### src/rtl/seq_adder_pkg.sv
// rtl/seq_adder_pkg.sv - shared state encoding and sizing helper for the sequential adder
package seq_adder_pkg;

   typedef enum logic [1:0] {
      IDLE = 2'd0,
      BUSY = 2'd1,
      DONE = 2'd2
   } state_t;

   // Slice counter width; a single-slice adder still needs one counter bit.
   function automatic int cnt_width(input int nchunk);
      return (nchunk > 1) ? $clog2(nchunk) : 1;
   endfunction

endpackage

### src/rtl/seq_adder64_chunk_adder.sv
// rtl/seq_adder64_chunk_adder.sv - combinational CHUNK-bit slice adder with carry in/out
module chunk_adder #(
   parameter int CHUNK = 16
) (
   input  logic [CHUNK-1:0] x,
   input  logic [CHUNK-1:0] y,
   input  logic             cin,
   output logic [CHUNK-1:0] s,
   output logic             cout
);

   assign {cout, s} = {1'b0, x} + {1'b0, y} + {{CHUNK{1'b0}}, cin};

endmodule

### src/rtl/seq_adder64.sv
// rtl/seq_adder64.sv - multi-cycle WIDTH-bit adder, one CHUNK slice per clock, valid/ready on both sides
module seq_adder64
   import seq_adder_pkg::*;
#(
   parameter int WIDTH = 64,
   parameter int CHUNK = 16
) (
   input  logic             clk,
   input  logic             rst_n,
   input  logic             in_valid,
   output logic             in_ready,
   input  logic [WIDTH-1:0] a,
   input  logic [WIDTH-1:0] b,
   output logic             out_valid,
   input  logic             out_ready,
   output logic [WIDTH-1:0] sum,
   output logic             carry,
   output logic             overflow
);

   localparam int NCHUNK = WIDTH / CHUNK;
   localparam int CW = cnt_width(NCHUNK);
   localparam logic [CW-1:0] LAST = CW'(NCHUNK - 1);

   state_t           state;
   logic [WIDTH-1:0] a_q;
   logic [WIDTH-1:0] b_q;
   logic [WIDTH-1:0] sum_q;
   logic             c_q;
   logic             carry_q;
   logic             ovf_q;
   logic [CW-1:0]    cnt;

   logic [CHUNK-1:0] x;
   logic [CHUNK-1:0] y;
   logic [CHUNK-1:0] s;
   logic             cout;

   // Slice mux feeding the single shared slice adder.
   always_comb begin
      x = '0;
      y = '0;
      for (int i = 0; i < NCHUNK; i++) begin
         if (cnt == CW'(i)) begin
            x = a_q[i*CHUNK +: CHUNK];
            y = b_q[i*CHUNK +: CHUNK];
         end
      end
   end

   chunk_adder #(.CHUNK(CHUNK)) u_chunk (
      .x    (x),
      .y    (y),
      .cin  (c_q),
      .s    (s),
      .cout (cout)
   );

   always_ff @(posedge clk or negedge rst_n) begin
      if (!rst_n) begin
         state   <= IDLE;
         a_q     <= '0;
         b_q     <= '0;
         sum_q   <= '0;
         c_q     <= 1'b0;
         carry_q <= 1'b0;
         ovf_q   <= 1'b0;
         cnt     <= '0;
      end else begin
         case (state)
            IDLE: begin
               if (in_valid) begin
                  a_q   <= a;
                  b_q   <= b;
                  c_q   <= 1'b0;
                  cnt   <= '0;
                  state <= BUSY;
               end
            end
            BUSY: begin
               for (int i = 0; i < NCHUNK; i++) begin
                  if (cnt == CW'(i)) begin
                     sum_q[i*CHUNK +: CHUNK] <= s;
                  end
               end
               c_q <= cout;
               cnt <= cnt + 1'b1;
               // Last slice: the top bit of s is the result sign bit.
               if (cnt == LAST) begin
                  carry_q <= cout;
                  ovf_q   <= (a_q[WIDTH-1] == b_q[WIDTH-1]) && (s[CHUNK-1] != a_q[WIDTH-1]);
                  cnt     <= '0;
                  state   <= DONE;
               end
            end
            DONE: begin
               if (out_ready) begin
                  state <= IDLE;
               end
            end
            default: state <= IDLE;
         endcase
      end
   end

   assign in_ready  = (state == IDLE);
   assign out_valid = (state == DONE);
   assign sum       = sum_q;
   assign carry     = carry_q;
   assign overflow  = ovf_q;

endmodule

### config.mk
export PLATFORM = sky130hd
export DESIGN_NAME = seq_adder64
export DESIGN_NICKNAME = d
export VERILOG_FILES = /design/src/rtl/seq_adder_pkg.sv /design/src/rtl/seq_adder64_chunk_adder.sv /design/src/rtl/seq_adder64.sv
export SDC_FILE = /design/constraint.sdc
export NUM_CORES = 1
export LEC_CHECK = 0
export BUFFER_PORTS_ARGS = -buffer_cell sky130_fd_sc_hd__buf_2
export CORE_ASPECT_RATIO = 2
export CORE_MARGIN = 2
export CORE_UTILIZATION = 40
export CTS_BUF_LIST = sky130_fd_sc_hd__clkbuf_4
export DETAILED_ROUTE_END_ITERATION = 8
export PLACE_DENSITY = 0.67
export SLEW_MARGIN = 0
export SYNTH_ARGS = -nofsm -noshare
export SYNTH_HDL_FRONTEND = slang
export SYNTH_SLANG_ARGS = --single-unit
export TNS_END_PERCENT = 100
### constraint.sdc
create_clock -name clk -period 5.9 [get_ports clk]
set_input_delay 0.295 -clock clk [delete_from_list [all_inputs] [get_ports clk]]
set_output_delay 0.295 -clock clk [all_outputs]
set_load 0.01 [all_outputs]
==> impl_metrics.tcl, run 1 <==
set metrics [dict create \
    reg2reg_to "sum[62]$_DFFE_PN0P_" \
    power.leakage_nw 5.678 \
    grt_first_pass_wirelength_um 43530 \
    cts_sinks 199 \
    crit_chain "inv_1 > ha_2 > a21oi_1 > o21ai_0 > mux2i_1 > fa_1 > fa_1 > nor2b_4 > o31a_1 > o311ai_1 > a21oi_1 > nand4b_1 > nand3_1" \
    yosys.area.top_type "dfrtp_1" \
    synth-main-ff-cell "dfrtp_1" \
    die_h_um 221.5 \
    clock_latency_ns 0.63 \
    slew_violations 0 \
    tightest_slew_ns 1.153 \
    total_power_mw 7.371 \
    dp_cells 1354 \
    start_util 0.4073 \
    p_seq_frac 0.330 \
    htreeDepth 4 \
    fp-row-count 79 \
    dp.final_hpwl_um 18650 \
    clockBufferDepth 2 \
    cts_tree "done" \
    rr_startpoint "cnt[1]$_DFFE_PN0P_" \
    synth_top_area_frac 0.5264 \
    yosysMostFrequentCell "dfrtp_1" \
    avgSynthCellArea_um2 10.31 \
    p_int_mw 4.091 \
    hold_violations 0 \
    grt.total_usage 0.2262 \
    fin_crit_ns 4.272 \
    required_ns 6.42 \
    routed_wl_um 27480 \
    synthesis.nets 1071 \
    synthArstFlopShare 1.000 \
    io_pins 200 \
    cts_made_buffers 17 \
    gp_congestion 0.7935 \
    vias 7881 \
    yosys-top-cells-count "dfrtp_1, nand2_1, mux2_2, o21ai_0, a21oi_1" \
    timing.fmax_ghz 0.2341 \
    max_cap_violations 0 \
    period_share 0.7240 \
    p_per_area_nw_per_um2 596.7 \
    hp-class "primary input to asynchronous set/reset pin" \
    setup_viol 0 \
    timing.hold.ws_ns 0.3171 \
    routedWlPerCell_um 18.05 \
    clock_skew_ns 0.02041 \
    ys_ff_latch 199 \
    status "complete, no violations" \
    area_growth_pct 30.58 \
    cts.clk_slew.worst_paths_ns 0.16 \
    antenna_found_initial 6 \
    fin_cells 1523 \
    slew_headroom 0.2294 \
    switchingPower_mw 3.280 \
    drt_iter0_markers 333 \
    yosys-top-cells-area "dfrtp_1, mux2_2, nand2_1" \
    arrival_ns 4.80 \
    cts_resized 0 \
    dieArea_um2 24970 \
    cp_max_fo 50 \
    route.detailed.drc 0 \
    fin_util 0.5318 \
    port-buffer-count 199 \
    path_class "flip-flop to flip-flop" \
    syn-instance-count 918 \
    cp_slowest_stage_delay_ns 0.79 \
    rrSetupSlack_ns 1.63 \
    finalSetupTns_ns 0 \
    syn_area_um2 9460 \
    p_comb_frac 0.552 \
    antenna_left 0 \
    slowest_stage "ha_2" \
    r2r_cells 13 \
    cts-root-buf "clkbuf_4" \
    rsz0062_at_grt "false" \
    firstDrtPassIters 4 \
    dieWidth_um 112.7 \
    yosysSeqAreaShare 0.5264 \
    setup.worst_path.end_class "flip-flop" \
    yosysWarnings 0 \
    nets 1374 \
    core_um2 23230 \
    switching_share 0.4450 \
    grt_pass1_vias 8186 \
    grt-ovfl-total 0 \
    drive_above_1_share 0.3096 \
    worst_setup_path_start_kind "flip-flop" \
    vdd_drop_max_mv 0.3048 \
    synth_cell_types 50 \
    pwr-share-clk 0.117 \
    avgViaCountPerCell 5.175 \
    grt_max_degree 106 \
    synth_edf_count 0 \
]
-- routing by layer --
layer  part of all wire  GRT usage
met1               0.38     0.2504
met2               0.52     0.3888
met3              0.034    0.03745
met4              0.068     0.1570
met5                  0          0
-- worst max path at each step --
stage	start	endpoint	slack, ns	cells after the start
3_3_place_gp	cnt[1]$_DFFE_PN0P_	sum[44]$_DFFE_PN0P_	1.79	15
2_1_floorplan	cnt[0]$_DFFE_PN0P_	sum[30]$_DFFE_PN0P_	2.46	17
4_1_cts	cnt[1]$_DFFE_PN0P_	sum[44]$_DFFE_PN0P_	1.64	15
3_5_place_dp	cnt[1]$_DFFE_PN0P_	sum[44]$_DFFE_PN0P_	1.67	15
5_1_grt	cnt[1]$_DFFE_PN0P_	sum[44]$_DFFE_PN0P_	1.18	15
6_report	cnt[1]$_DFFE_PN0P_	sum[62]$_DFFE_PN0P_	1.63	13
-- cells by family (layout without fill, tap and decap cells) --
family                     Yosys count  count (layout)  synth area share
and+or+nand+nor                    290             290            0.1333
AOI/OAI and AO/OA                  206             206            0.1202
DFF                                199             199            0.5264
muxes                              131             131            0.1555
buffers and inverters               63             379           0.02698
adders and majority gates           21              21           0.02936
xor gates and xnor gates             8               8          0.008201
other                                0               6                 0
-- power groups by stage --
stage / sequential (mW) / combinational, mW / clock, mW
after floorplan: 2.43 / 2.81 / 0
after global placement: 2.45 / 3.92 / 0
after detailed placement: 2.47 / 3.99 / 0
after CTS: 2.44 / 4.08 / 0.890
after global routing: 2.51 / 4.52 / 0.945
final: 2.44 / 4.07 / 0.864
-- sequential cells by signal, summed over array words and instances (netlist names) --
register and cells:
c_q 1, b_q 64, carry 1, state 2
sum 64, a_q 64, cnt 2, overflow 1
-- cell type report --
| cell class | count | area, µm² |
|---|---|---|
| clock inverter | 15 | 224.0 |
| clock buffer | 17 | 127.6 |
| sequential | 199 | 4980 |
| fill | 2008 | 10880 |
| inverter | 7 | 26.28 |
| timing repair buffer | 340 | 2391 |
| multi-input combinational | 656 | 4235 |
| antenna | 6 | 15.01 |
| tap | 283 | 354.1 |
-- per-stage QoR --
step	setup WS, ns	area, µm²
final	1.628	12350
after global routing	1.183	12350
after detailed placement	1.673	10680
after floorplan	2.463	9460
after global placement	1.791	10680
after CTS	1.641	12340
-- repair_timing --
item,CTS,global route
hold buffers,131,0
hold endpoints to repair,233,0
buffers inserted,0,0
-- placed cells by master (no fill, tap or decap), types with 5 or more instances in the layout --
cell / count
nor2_1: 81
nand4b_1: 8
dlygate4sd3_1: 131
diode_2: 6
nand2b_1: 6
mux2_2: 128
bufinv_16: 5
ha_1: 16
and2_1: 5
nand2_1: 145
or3_1: 5
nor3_1: 10
buf_4: 10
dfrtp_1: 199
buf_2: 198
o21ai_0: 85
o21ai_1: 7
inv_1: 7
nand3_1: 15
clkbuf_4: 17
a21oi_1: 84
-- worst max-delay path, delay by kind of cell, from the launching register on --
kind	cells	cell delay, ns
compound gates	5	1.28
fa+ha+maj	3	1.75
mux	1	0.15
flops	1	0.45
simple gates	3	0.43
buf+inv	1	0.09
No activity file was read; power rests on OpenSTA's default activity.
==> run 2, diff against run 1 <==
- clock period: 5.9 -> 4 ns (I/O delays scaled with it)
==> run 2 against run 1 <==
  * Worst hold slack worse by 0.062 ns
  * Via count up 0.70%
  * Fmax up 16%
  * Routed wire length down 0.55%
  * Die area unchanged
  * First-iteration DRC count up 20%
  * Register-to-register slack worse by 1.3 ns
  * Utilization up 0.23 points
  * Clock power up 16%
  * Power up 47%
  * Clock skew up 0.0052 ns
==> impl_metrics.tcl, run 2 (synthesis results as in run 1) <==
set metrics [dict create \
    final_common_cell "dfrtp_1" \
    cp_slowest_stage_delay_ns 0.46 \
    path_class "flip-flop to flip-flop" \
    avgViaCountPerCell 5.170 \
    drt_iter0_markers 398 \
    crit_chain "inv_1 > ha_1 > buf_12 > nand2_1 > nor2_1 > a21oi_1 > nor2_1 > a21oi_1 > o21ai_0 > ha_1 > o21a_1 > or2_2 > o21ai_1 > o211ai_1 > xnor2_1 > o21ai_0" \
    grt_max_degree 112 \
    setup.worst_path.end_class "flip-flop" \
    cts_sinks 199 \
    setup_viol 0 \
    core_um2 23230 \
    rsz0062_at_grt "true" \
    p_per_area_nw_per_um2 870.7 \
    dp.final_hpwl_um 18930 \
    fin_crit_ns 3.694 \
    cts.clk_slew.worst_paths_ns 0.16 \
    period_share 0.9235 \
    vdd_drop_max_mv 0.4957 \
    grt_first_pass_wirelength_um 43580 \
    fp-row-count 79 \
    hp-class "primary input to asynchronous set/reset pin" \
    dieWidth_um 112.7 \
    status "complete, no violations" \
    tightest_slew_ns 0.9034 \
    required_ns 4.49 \
    grt-ovfl-total 0 \
    clockBufferDepth 2 \
    route.detailed.drc 0 \
    fill_cells 2027 \
    clock_skew_ns 0.02557 \
    cts_tree "done" \
    slowest_stage "dfrtp_1" \
    vias 7936 \
    fin_area_um2 12410 \
    port-buffer-count 199 \
    hold_violations 0 \
    die_h_um 221.5 \
    htreeDepth 4 \
    grt_pass1_vias 8394 \
    cp_max_fo 30 \
    postCtsSetupBuffers 0 \
    max_cap_violations 0 \
    clock_latency_ns 0.62 \
    drive_above_1_share 0.3130 \
    arrival_ns 4.18 \
    layout_common_cells "dfrtp_1, buf_2, nand2_1" \
    antenna_found_initial 8 \
    start_util 0.4073 \
    firstDrtPassIters 5 \
    r2r_cells 16 \
    area_growth_pct 31.15 \
    cts_made_buffers 17 \
    routedWlPerCell_um 17.81 \
    cts-root-buf "clkbuf_4" \
    total_power_mw 10.80 \
    slew_headroom 0.3978 \
    worst_setup_path_start_kind "flip-flop" \
    slew_violations 0 \
    grt.total_usage 0.2240 \
    power.leakage_nw 5.713 \
    rrSetupSlack_ns 0.31 \
    antenna_left 0 \
    place_area_um2 10810 \
    dieArea_um2 24970 \
    gp_congestion 0.8260 \
    nets 1383 \
    io_pins 200 \
    timing.fmax_ghz 0.2707 \
    routed_wl_um 27330 \
]
-- run 2: critical path: cells and delay by family (launching register included) --
kind | cells | cell delay, ns
adders and majority gates | 2 | 0.68
DFF | 1 | 0.46
AOI/OAI and AO/OA | 7 | 1.20
xor gates and xnor gates | 1 | 0.35
and+or+nand+nor | 4 | 0.51
buffers and inverters | 2 | 0.33
-- run 2: path summary, 6_finish.rpt --
check | from | end
hold / removal | rst_n | b_q[7]$_DFFE_PN0P_
hold reg to reg | sum[33]$_DFFE_PN0P_ | sum[33]$_DFFE_PN0P_
max in group asynchronous | rst_n | b_q[47]$_DFFE_PN0P_
setup reg to reg | cnt[0]$_DFFE_PN0P_ | sum[63]$_DFFE_PN0P_
setup / recovery | cnt[0]$_DFFE_PN0P_ | sum[63]$_DFFE_PN0P_
min in group clk | out_ready | state[1]$_DFFE_PN0P_
-- run 2: final cells by class --
cell class,count,area [µm²],share of cell area
inverter,7,26.28,0.002118
timing repair buffer,349,2521,0.2032
sequential,199,4980,0.4014
clock inverter,10,80.08,0.006454
clock buffer,22,165.2,0.01331
antenna,9,22.52,0.001815
multi-input combinational,656,4258,0.3432
tap,283,354.1,0.02854
-- run 2: repair_timing --
item,CTS,global route
resized for setup,0,3
setup endpoints to repair,0,8
hold buffers,131,0
endpoints found under the hold margin,240,0
-- run 2: per-layer routing --
metal,global-route usage,vias up,part of all wire
met1,0.2473,3799,0.37
met4,0.1381,0,0.057
met3,0.03855,78,0.037
li1,-,3823,-
met5,0,-,0
met2,0.3933,236,0.53
-- run 2: power breakdown --
group	total, mW	internal, mW	switching [mW]
logic	6.22	2.60	3.62
registers	3.59	3.01	0.576
clock network	0.999	0.336	0.663
-- run 2: per-stage QoR --
| stage | cells | utilization | worst slack, ns | TNS [ns] | hold WS (ns) |
|---|---|---|---|---|---|
| floorplan | 918 | - | 0.5625 | 0 | -0.09559 |
| global placement | 1363 | 0.4652 | 0.3542 | 0 | 0.3899 |
| detailed placement | 1363 | 0.4652 | 0.2384 | 0 | 0.3982 |
| CTS | 1526 | 0.5322 | 0.2065 | 0 | 0.2473 |
| global route | 1534 | 0.5340 | -0.01392 | -0.01579 | 0.2608 |
| finish | 1535 | 0.5341 | 0.3059 | 0 | 0.2547 |
==> run 3, diff against run 2 <==
- clock period: 4 -> 4.7 ns (I/O delays scaled with it)
==> run 3 against run 2 <==
  * Global-route usage grew 0.067 points
  * Via count shrank 0.64%
  * First-iteration DRC count shrank 12%
  * Register-to-register slack gained 0.49 ns
  * Combinational power shrank 17%
  * Critical endpoint is now sum[44]$_DFFE_PN0P_
  * Largest power group unchanged
==> impl_metrics.tcl, run 3 (synthesis results as in run 1) <==
set metrics [dict create \
    grt-ovfl-total 0 \
    rr_startpoint "cnt[1]$_DFFE_PN0P_" \
    total_power_mw 9.060 \
    cts-root-buf "clkbuf_4" \
    rrSetupSlack_ns 0.79 \
    path_class "flip-flop to flip-flop" \
    p_seq_frac 0.337 \
    setup.worst_path.end_class "flip-flop" \
    slew_violations 0 \
    cp_max_fo 42 \
    antenna_left 0 \
    dieWidth_um 112.7 \
    layout_common_cells "dfrtp_1, buf_2, nand2_1" \
    setup_viol 0 \
    fp-row-count 79 \
    slowest_stage "ha_2" \
    grt.total_usage 0.2246 \
    cts_sinks 199 \
    cts.clk_slew.worst_paths_ns 0.15 \
    startpoint "cnt[1]$_DFFE_PN0P_" \
    grt_max_degree 106 \
    p_comb_frac 0.567 \
    met3_usage 0.04729 \
    start_util 0.4073 \
    fin_crit_ns 3.909 \
    grt_pass1_vias 8429 \
    power.leakage_nw 5.665 \
    avgViaCountPerCell 5.184 \
    crit_chain "inv_1 > ha_2 > buf_12 > nor2_1 > a21oi_1 > nor2_1 > a21oi_1 > o21ai_0 > ha_1 > nor2b_4 > o31a_1 > o311ai_1 > nand2_1 > xnor2_1 > o21ai_0" \
    core_um2 23230 \
    max_cap_violations 0 \
    pwr-share-clk 0.096 \
    slew_headroom 0.2111 \
    gp_congestion 0.8368 \
    worst_setup_path_start_kind "flip-flop" \
    p_int_mw 5.005 \
    clock_skew_ns 0.01840 \
    hold_violations 0 \
    final_common_cell "dfrtp_1" \
    die_h_um 221.5 \
    timing.fmax_ghz 0.2558 \
    drt_iter0_markers 350 \
    switchingPower_mw 4.055 \
    clockBufferDepth 2 \
    vdd_drop_max_mv 0.4022 \
    vias 7885 \
    arrival_ns 4.39 \
    io_pins 200 \
    p_per_area_nw_per_um2 736.5 \
    cts_made_buffers 17 \
    routed_wl_um 27220 \
    cts_tree "done" \
    period_share 0.8317 \
    switching_share 0.4475 \
    use_met2 0.4103 \
    place_area_um2 10740 \
    use_met1 0.2366 \
    area_growth_pct 30.04 \
    nets 1377 \
    required_ns 5.18 \
    grt_first_pass_wirelength_um 43600 \
    reg2reg_to "sum[44]$_DFFE_PN0P_" \
    crit_buf_inv 2 \
    rsz0062_at_grt "false" \
    port-buffer-count 199 \
    status "complete, no violations" \
    worst_path_dominant_cell_family "compound AO/OA/AOI/OAI gates" \
    tightest_slew_ns 1.180 \
    route.detailed.drc 0 \
    busiest_layer "met2" \
    fin_area_um2 12300 \
    clock_latency_ns 0.63 \
    dieArea_um2 24970 \
    postCtsSetupBuffers 0 \
    r2r_cells 15 \
    finalSetupTns_ns 0 \
    routedWlPerCell_um 17.90 \
    cp_slowest_stage_delay_ns 0.47 \
    htreeDepth 4 \
    firstDrtPassIters 4 \
    dp.final_hpwl_um 18770 \
    antenna_found_initial 3 \
    hp-class "primary input to asynchronous set/reset pin" \
    drive_above_1_share 0.3093 \
]
## run 3: cell types whose count changed in the layout (fill, tap and decap cells not counted), moves of 3 or more
cell,change
buf_4,-4
clkbuf_4,-4
clkinv_1,-3
clkinv_2,+5
diode_2,-6
## run 3: layer usage
layer	routed length (µm)	part of all wire
met5	0	0
met4	1393	0.051
met3	1016	0.037
met2	14850	0.55
met1	9958	0.37
## run 3: how the worst max path moves through the flow
stage                                to  slack, ns  depth (start not counted)
CTS                 sum[44]$_DFFE_PN0P_       0.81                         15
floorplan           sum[30]$_DFFE_PN0P_       1.26                         17
finish              sum[44]$_DFFE_PN0P_       0.79                         15
global route        sum[44]$_DFFE_PN0P_       0.49                         15
global placement    sum[44]$_DFFE_PN0P_       0.91                         15
detailed placement  sum[44]$_DFFE_PN0P_       0.82                         15
## run 3: power groups by stage
stage | registers (mW) | logic (mW) | clock network (mW)
after floorplan | 3.05 | 3.52 | 0
after global placement | 3.07 | 4.98 | 0
after detailed placement | 3.10 | 5.08 | 0
after CTS | 3.06 | 5.18 | 0.908
after global routing | 3.16 | 5.74 | 0.960
final | 3.05 | 5.14 | 0.868
## run 3: worst reg2reg max path, cell delays in order, from the launching register on
cell and delay, ns:
dfrtp_1 0.44, inv_1 0.09, ha_2 0.47, buf_12 0.26
nor2_1 0.09, a21oi_1 0.12, nor2_1 0.06, a21oi_1 0.17
o21ai_0 0.11, ha_1 0.35, nor2b_4 0.15, o31a_1 0.30
o311ai_1 0.43, nand2_1 0.18, xnor2_1 0.40, o21ai_0 0.15
## run 3: what timing repair did
item	in CTS	in global routing
hold buffers	131	0
hold endpoints to repair	235	0
gates resized for setup	0	0
## run 3: area by class of cell
type,count,area [µm²]
sequential,199,4980
multi-input combinational,656,4235
fill,2051,10930
timing repair buffer,343,2451
clock buffer,18,135.1
tap,283,354.1
inverter,7,26.28
clock inverter,12,112.6
antenna,3,7.507
## run 3: stage by stage
stage                     utilization  cells  worst slack [ns]  hold WS, ns
after global routing           0.5296   1521            0.4855       0.2962
after floorplan                     -    918             1.263     -0.06059
final                          0.5296   1521            0.7909       0.2176
after global placement         0.4622   1357            0.9072       0.4089
after detailed placement       0.4622   1357            0.8187       0.4121
after CTS                      0.5293   1518            0.8113       0.2502
